### src/rtl/interface_dht11_uc_if.sv
// Signal bundle between the DHT11 control unit, the system FSM and the datapath.
// master = control unit side, slave = system FSM / datapath side.
interface interface_dht11_uc_if;
  logic       iniciar;
  logic       fim_delay_sinal;
  logic       fim_recepcao_medida;
  logic       medida_ok;
  logic       timeout;
  logic       fim_tentativas;
  logic       conta_delay_sinal;
  logic       pede_medida;
  logic       conta_timeout;
  logic       zera_timeout;
  logic       conta_tentativas;
  logic       zera_tentativas;
  logic       load_temperatura;
  logic       load_umidade;
  logic       ocupado;
  logic       pronto;
  logic       erro;
  logic [3:0] db_estado;

  modport master (
    input  iniciar, fim_delay_sinal, fim_recepcao_medida, medida_ok, timeout, fim_tentativas,
    output conta_delay_sinal, pede_medida, conta_timeout, zera_timeout, conta_tentativas,
           zera_tentativas, load_temperatura, load_umidade, ocupado, pronto, erro, db_estado
  );

  modport slave (
    output iniciar, fim_delay_sinal, fim_recepcao_medida, medida_ok, timeout, fim_tentativas,
    input  conta_delay_sinal, pede_medida, conta_timeout, zera_timeout, conta_tentativas,
           zera_tentativas, load_temperatura, load_umidade, ocupado, pronto, erro, db_estado
  );
endinterface

### src/rtl/interface_dht11_uc.sv
// Moore control unit for the DHT11 measurement datapath: trigger, capture
// temperature (and optionally humidity), retry up to 4 attempts, then report error.
module interface_dht11_uc #(
  parameter bit MEDE_UMIDADE = 1'b1
) (
  input  logic                  i_clock,
  input  logic                  i_reset,
  interface_dht11_uc_if.master  io_bus
);

  typedef enum logic [3:0] {
    INICIAL       = 4'b0000,
    ENVIA_SINAL   = 4'b0001,
    ESPERA_TEMP   = 4'b0010,
    ARMAZENA_TEMP = 4'b0011,
    ESPERA_UMID   = 4'b0100,
    ARMAZENA_UMID = 4'b0101,
    FINAL         = 4'b0110,
    FALHA         = 4'b0111,
    ERRO          = 4'b1000
  } t_estado;

  t_estado r_estado;
  t_estado w_estado_next;
  logic    r_zera_timeout;
  logic    w_zera_timeout_next;

  // States in which the timeout counter is held clear.
  function automatic logic f_zera_timeout(input t_estado e);
    return (e == INICIAL) || (e == ARMAZENA_TEMP) || (e == ARMAZENA_UMID) ||
           (e == FINAL)   || (e == FALHA)         || (e == ERRO);
  endfunction

  always_ff @(posedge i_clock or posedge i_reset) begin
    if (i_reset) begin
      r_estado       <= INICIAL;
      r_zera_timeout <= 1'b1;
    end else begin
      r_estado       <= w_estado_next;
      r_zera_timeout <= w_zera_timeout_next;
    end
  end

  always_comb begin
    w_estado_next = r_estado;
    case (r_estado)
      INICIAL:       if (io_bus.iniciar) w_estado_next = ENVIA_SINAL;
      ENVIA_SINAL:   if (io_bus.fim_delay_sinal) w_estado_next = ESPERA_TEMP;
      // A received frame takes priority over a coincident timeout.
      ESPERA_TEMP: begin
        if (io_bus.fim_recepcao_medida)
          w_estado_next = io_bus.medida_ok ? ARMAZENA_TEMP : FALHA;
        else if (io_bus.timeout)
          w_estado_next = FALHA;
      end
      ARMAZENA_TEMP: w_estado_next = MEDE_UMIDADE ? ESPERA_UMID : FINAL;
      ESPERA_UMID: begin
        if (io_bus.fim_recepcao_medida)
          w_estado_next = io_bus.medida_ok ? ARMAZENA_UMID : FALHA;
        else if (io_bus.timeout)
          w_estado_next = FALHA;
      end
      ARMAZENA_UMID: w_estado_next = FINAL;
      FINAL:         w_estado_next = INICIAL;
      FALHA:         w_estado_next = io_bus.fim_tentativas ? ERRO : ENVIA_SINAL;
      ERRO:          if (io_bus.iniciar) w_estado_next = ENVIA_SINAL;
      default:       w_estado_next = INICIAL;
    endcase
    w_zera_timeout_next = f_zera_timeout(w_estado_next);
  end

  always_comb begin
    io_bus.conta_delay_sinal = 1'b0;
    io_bus.pede_medida       = 1'b0;
    io_bus.conta_timeout     = 1'b0;
    io_bus.conta_tentativas  = 1'b0;
    io_bus.zera_tentativas   = 1'b0;
    io_bus.load_temperatura  = 1'b0;
    io_bus.load_umidade      = 1'b0;
    io_bus.ocupado           = 1'b0;
    io_bus.pronto            = 1'b0;
    io_bus.erro              = 1'b0;
    io_bus.zera_timeout      = r_zera_timeout;
    io_bus.db_estado         = r_estado;
    case (r_estado)
      INICIAL:       io_bus.zera_tentativas = 1'b1;
      ENVIA_SINAL: begin
        io_bus.pede_medida       = 1'b1;
        io_bus.conta_delay_sinal = 1'b1;
        io_bus.ocupado           = 1'b1;
      end
      ESPERA_TEMP, ESPERA_UMID: begin
        io_bus.conta_timeout = 1'b1;
        io_bus.ocupado       = 1'b1;
      end
      ARMAZENA_TEMP: begin
        io_bus.load_temperatura = 1'b1;
        io_bus.ocupado          = 1'b1;
      end
      ARMAZENA_UMID: begin
        io_bus.load_umidade = MEDE_UMIDADE;
        io_bus.ocupado      = 1'b1;
      end
      FINAL: begin
        io_bus.pronto  = 1'b1;
        io_bus.ocupado = 1'b1;
      end
      FALHA: begin
        io_bus.conta_tentativas = 1'b1;
        io_bus.ocupado          = 1'b1;
      end
      ERRO: begin
        io_bus.erro            = 1'b1;
        io_bus.zera_tentativas = 1'b1;
      end
      default: ;
    endcase
  end

endmodule
### src/flat_wrapper.sv
// flat-port wrapper written by rule: the top's interface ports become plain ports
module interface_dht11_uc_flat 
#(
  parameter bit MEDE_UMIDADE = 1'b1
)
  (i_clock, i_reset, io_bus_iniciar, io_bus_fim_delay_sinal, io_bus_fim_recepcao_medida, io_bus_medida_ok, io_bus_timeout, io_bus_fim_tentativas, io_bus_conta_delay_sinal, io_bus_pede_medida, io_bus_conta_timeout, io_bus_zera_timeout, io_bus_conta_tentativas, io_bus_zera_tentativas, io_bus_load_temperatura, io_bus_load_umidade, io_bus_ocupado, io_bus_pronto, io_bus_erro, io_bus_db_estado);
  interface_dht11_uc_if io_bus_i ();
  input  logic i_clock;
  input  logic i_reset;
  input wire logic [$bits(io_bus_i.iniciar)-1:0] io_bus_iniciar;
  input wire logic [$bits(io_bus_i.fim_delay_sinal)-1:0] io_bus_fim_delay_sinal;
  input wire logic [$bits(io_bus_i.fim_recepcao_medida)-1:0] io_bus_fim_recepcao_medida;
  input wire logic [$bits(io_bus_i.medida_ok)-1:0] io_bus_medida_ok;
  input wire logic [$bits(io_bus_i.timeout)-1:0] io_bus_timeout;
  input wire logic [$bits(io_bus_i.fim_tentativas)-1:0] io_bus_fim_tentativas;
  output wire logic [$bits(io_bus_i.conta_delay_sinal)-1:0] io_bus_conta_delay_sinal;
  output wire logic [$bits(io_bus_i.pede_medida)-1:0] io_bus_pede_medida;
  output wire logic [$bits(io_bus_i.conta_timeout)-1:0] io_bus_conta_timeout;
  output wire logic [$bits(io_bus_i.zera_timeout)-1:0] io_bus_zera_timeout;
  output wire logic [$bits(io_bus_i.conta_tentativas)-1:0] io_bus_conta_tentativas;
  output wire logic [$bits(io_bus_i.zera_tentativas)-1:0] io_bus_zera_tentativas;
  output wire logic [$bits(io_bus_i.load_temperatura)-1:0] io_bus_load_temperatura;
  output wire logic [$bits(io_bus_i.load_umidade)-1:0] io_bus_load_umidade;
  output wire logic [$bits(io_bus_i.ocupado)-1:0] io_bus_ocupado;
  output wire logic [$bits(io_bus_i.pronto)-1:0] io_bus_pronto;
  output wire logic [$bits(io_bus_i.erro)-1:0] io_bus_erro;
  output wire logic [$bits(io_bus_i.db_estado)-1:0] io_bus_db_estado;
  assign io_bus_i.iniciar = io_bus_iniciar;
  assign io_bus_i.fim_delay_sinal = io_bus_fim_delay_sinal;
  assign io_bus_i.fim_recepcao_medida = io_bus_fim_recepcao_medida;
  assign io_bus_i.medida_ok = io_bus_medida_ok;
  assign io_bus_i.timeout = io_bus_timeout;
  assign io_bus_i.fim_tentativas = io_bus_fim_tentativas;
  assign io_bus_conta_delay_sinal = io_bus_i.conta_delay_sinal;
  assign io_bus_pede_medida = io_bus_i.pede_medida;
  assign io_bus_conta_timeout = io_bus_i.conta_timeout;
  assign io_bus_zera_timeout = io_bus_i.zera_timeout;
  assign io_bus_conta_tentativas = io_bus_i.conta_tentativas;
  assign io_bus_zera_tentativas = io_bus_i.zera_tentativas;
  assign io_bus_load_temperatura = io_bus_i.load_temperatura;
  assign io_bus_load_umidade = io_bus_i.load_umidade;
  assign io_bus_ocupado = io_bus_i.ocupado;
  assign io_bus_pronto = io_bus_i.pronto;
  assign io_bus_erro = io_bus_i.erro;
  assign io_bus_db_estado = io_bus_i.db_estado;
  interface_dht11_uc #(.MEDE_UMIDADE(MEDE_UMIDADE)) u_core (.i_clock(i_clock), .i_reset(i_reset), .io_bus(io_bus_i));
endmodule
### config.mk
export PLATFORM = sky130hd
export DESIGN_NAME = interface_dht11_uc_flat
export DESIGN_NICKNAME = d
export VERILOG_FILES = /design/src/rtl/interface_dht11_uc_if.sv /design/src/rtl/interface_dht11_uc.sv /design/src/flat_wrapper.sv
export SDC_FILE = /design/constraint.sdc
export NUM_CORES = 1
export LEC_CHECK = 0
export CORE_AREA = 3 3 40 42
export DETAILED_ROUTE_END_ITERATION = 7
export DIE_AREA = 0 0 43 45
export GPL_TIMING_DRIVEN = 0
export RECOVER_POWER = 25
export SKIP_CTS_REPAIR_TIMING = 1
export SLEW_MARGIN = 20
export SYNTH_ARGS = -nofsm -noshare
export SYNTH_HDL_FRONTEND = slang
export SYNTH_SLANG_ARGS = --single-unit
### constraint.sdc
create_clock -name i_clock -period 1.9 [get_ports i_clock]
set_input_delay 0.285 -clock i_clock [delete_from_list [all_inputs] [get_ports i_clock]]
set_output_delay 0.285 -clock i_clock [all_outputs]
set_load 0.1 [all_outputs]
==> impl_results.md <==
* Total global-route track usage at between 10% and 20%
* Die Y at around 45 um
* XOR/XNOR Fraction of Synth Area at 2.43%
* Wire per inst at roughly 12 um
* Final ANT Viol Nets at 0
* Adder-Cell Fraction of Synth Area at 0%
* Worst Path Buf+Inv at 2
* Startpoint types: flop
* Final Hold Fails at 0
* RSZ-0062 raised after global routing: no
* Number of remaining DRC errors at 0
* Routability Congestion at between 0.7 and 0.8
* CTS Sinks at 5
* Dpl cell area at ~700 um2
* Setup violators final at 0
* Reg clk slew, reported paths at 0.04 ns
* Sequential cell area at 141 um2
* Mapped cell area at 360 um2
* CP top delay family: flip-flops
* Overflow after GRT at 0
* Root Driver: clkbuf_4
* Post-synthesis compound-gate area fraction at 19.8%
* Die area at 1940 um2
* Crit path top cell by count: buf_12
* Worst skew pair latency at 0.24 ns
* Status: finished clean
* CTS Buf Count at 3
* Sequential-to-total area share from yosys stat at 35.1%
* Worst reg-to-reg path cell count at 6
* Max Slew Vio Count at 0
* Max clock buf depth at 2
* Synth-to-layout area growth at 110%
* # fillers at between 100 and 150
* Reg2reg setup slack at about 0.19 ns
* Total number of vias at 403
* Final instance area at 758 um2
* Slew @ Worst Pin at 0.970 ns
* Seq cells post-synth at 5
* Mapped Cells at 42
* Vias in the first global route at about 390
* First drt pass iteration count at 4
* Critical path class: flop to primary output
* Hpwl dp at 798 um
* Worst setup EP type: primary output
* Mux contribution to synthesized area at 2.78%
* Worst EP arrival at 1.51 ns
* CP max stage cell: dfrtp_4
* Row count at 13
* Worst Path Required at 1.62 ns
* Synthesis Warnings at 0
* Largest family of logic cells by synthesized area: simple AND/OR/NAND/NOR gates
* Worst Hold Class: input port to asynchronous set/reset pin
* # port buffers at 22
* Finished Layout Cells at 83
* Fin crit share at between 90% and 100%
* Tmin final at ~1.8 ns
* Hold Slack at between 0.3 and 0.4 ns
* Core box area at 1280 um2
* Mapped Nets at 50
* Simple-gate area share of the yosys netlist at 31.3%
* Number of nets in the layout at 77
* Yosys cell types at 24
* Crit path largest cell delay at around 0.54 ns
* Largest net degree at the start of global routing at 10
* CTS tree: built
* Most frequent cells in the layout: clkbuf_4, clkdlybuf4s50_1, dlymetal6s2s_1
* Crit Path Max Fanout at 9
* Max frequency at 557 MHz
* Iter 0 DRT Violations at 7
* Reg-to-Reg End: u_core.io_bus.zera_timeout
* Die width at 43 um
* Placed Instances at between 70 and 80
* Worst path cell trace: nand2b_4 -> nor3_4 -> buf_12 -> buf_12
* DRT Wirelength at roughly 970 um
* Antenna cells at 0
* Layout cells sized above 1 at 50.0%
* IO Count at 23
* Max Cap Viol at 0
* FF-to-FF Start: u_core.io_bus.db_estado[1]
* Initial Util at 28.0%
* Vias per cell at ~5
* First-pass GRT wire length at 1.77 mm
* H-tree lvl count at 1
* Antenna violations before repair at 0
* Worst relative slew slack at 35.2%
* Clock Skew at a little over 0.003 ns
* Avg Inst Size Synth at 8.58 um2
* Multi-input gate area at 285 um2
## worst reg2reg max path: stages (launching register included)
cell and delay (ns):
dfrtp_4 0.47, buf_8 0.15, nor2b_4 0.14, o21a_4 0.21
a221o_1 0.34, xor2_1 0.17, mux2i_1 0.15
## final cells by class
class | count | share of cell area [%]
Sequential cell | 5 | 18.6
Multi-Input combinational cell | 31 | 37.6
Inverter | 3 | 1.49
Timing Repair Buffer | 22 | 30.2
Tap cell | 15 | 2.48
Clock buffer | 4 | 3.47
Buffer | 3 | 6.11
## state kept, by name, summed over array words and instances, names as in the netlist
signal	flops
u_core.io_bus.db_estado	4
u_core.io_bus.zera_timeout	1
## logic make-up (layout without fill, tap and decap cells)
logic type	count (synthesis)	in the layout
AOI/OAI and AO/OA	9	9
xor gates and xnor gates	1	1
buffers and inverters	6	32
DFF	5	5
muxes	1	1
and+or+nand+nor	20	20
## Yosys cell counts
cell,count,area (um2)
nand2b_2,1,8.76
a21oi_1,3,15.0
o41ai_2,1,16.3
a22o_1,1,8.76
and2_1,1,6.26
buf_4,2,15.0
inv_1,2,7.51
a21o_1,1,7.51
nor2b_4,1,13.8
or2_1,1,6.26
nor4bb_1,1,10.0
a221o_1,1,10.0
nor2_1,6,22.5
inv_2,1,3.75
o21a_1,1,7.51
mux2i_1,1,10.0
xor2_1,1,8.76
nor3_1,5,25.0
dfrtp_1,4,100
o22ai_1,1,6.26
buf_2,1,5.00
nand2_1,2,7.51
nor2b_1,2,12.5
dfstp_2,1,26.3
## how the worst max path moves through the flow
stage,from,end,slack (ns),cells past startpoint
6_report,u_core.io_bus.db_estado[3],io_bus_pede_medida,0.10,4
5_1_grt,u_core.io_bus.db_estado[3],io_bus_pede_medida,0.03,4
4_1_cts,u_core.io_bus.db_estado[3],io_bus_pede_medida,-1.0,4
3_5_place_dp,u_core.io_bus.db_estado[3],io_bus_pede_medida,-0.74,4
3_3_place_gp,u_core.io_bus.db_estado[3],io_bus_pede_medida,-0.74,4
2_1_floorplan,u_core.io_bus.db_estado[0],io_bus_erro,-0.56,3
## routing by layer
metal / wire length (um) / track usage (%)
met1: 374 / 16.2
met2: 527 / 19.5
met3: 68 / 1.20
met4: 0 / 5.42
met5: 0 / 0
## per-stage QoR
stage          setup slack [ns]  util, %  TNS, ns
6_report                  0.103     59.0        0
5_1_grt                  0.0275     59.0        0
4_1_cts                  -0.996     57.9    -8.76
3_5_place_dp             -0.738     55.9    -5.10
3_3_place_gp             -0.744     55.9    -5.08
2_1_floorplan            -0.555        -    -2.70
Power is not shown: default switching activity piles up to over one toggle a cycle in this logic, so the estimate is an artifact.
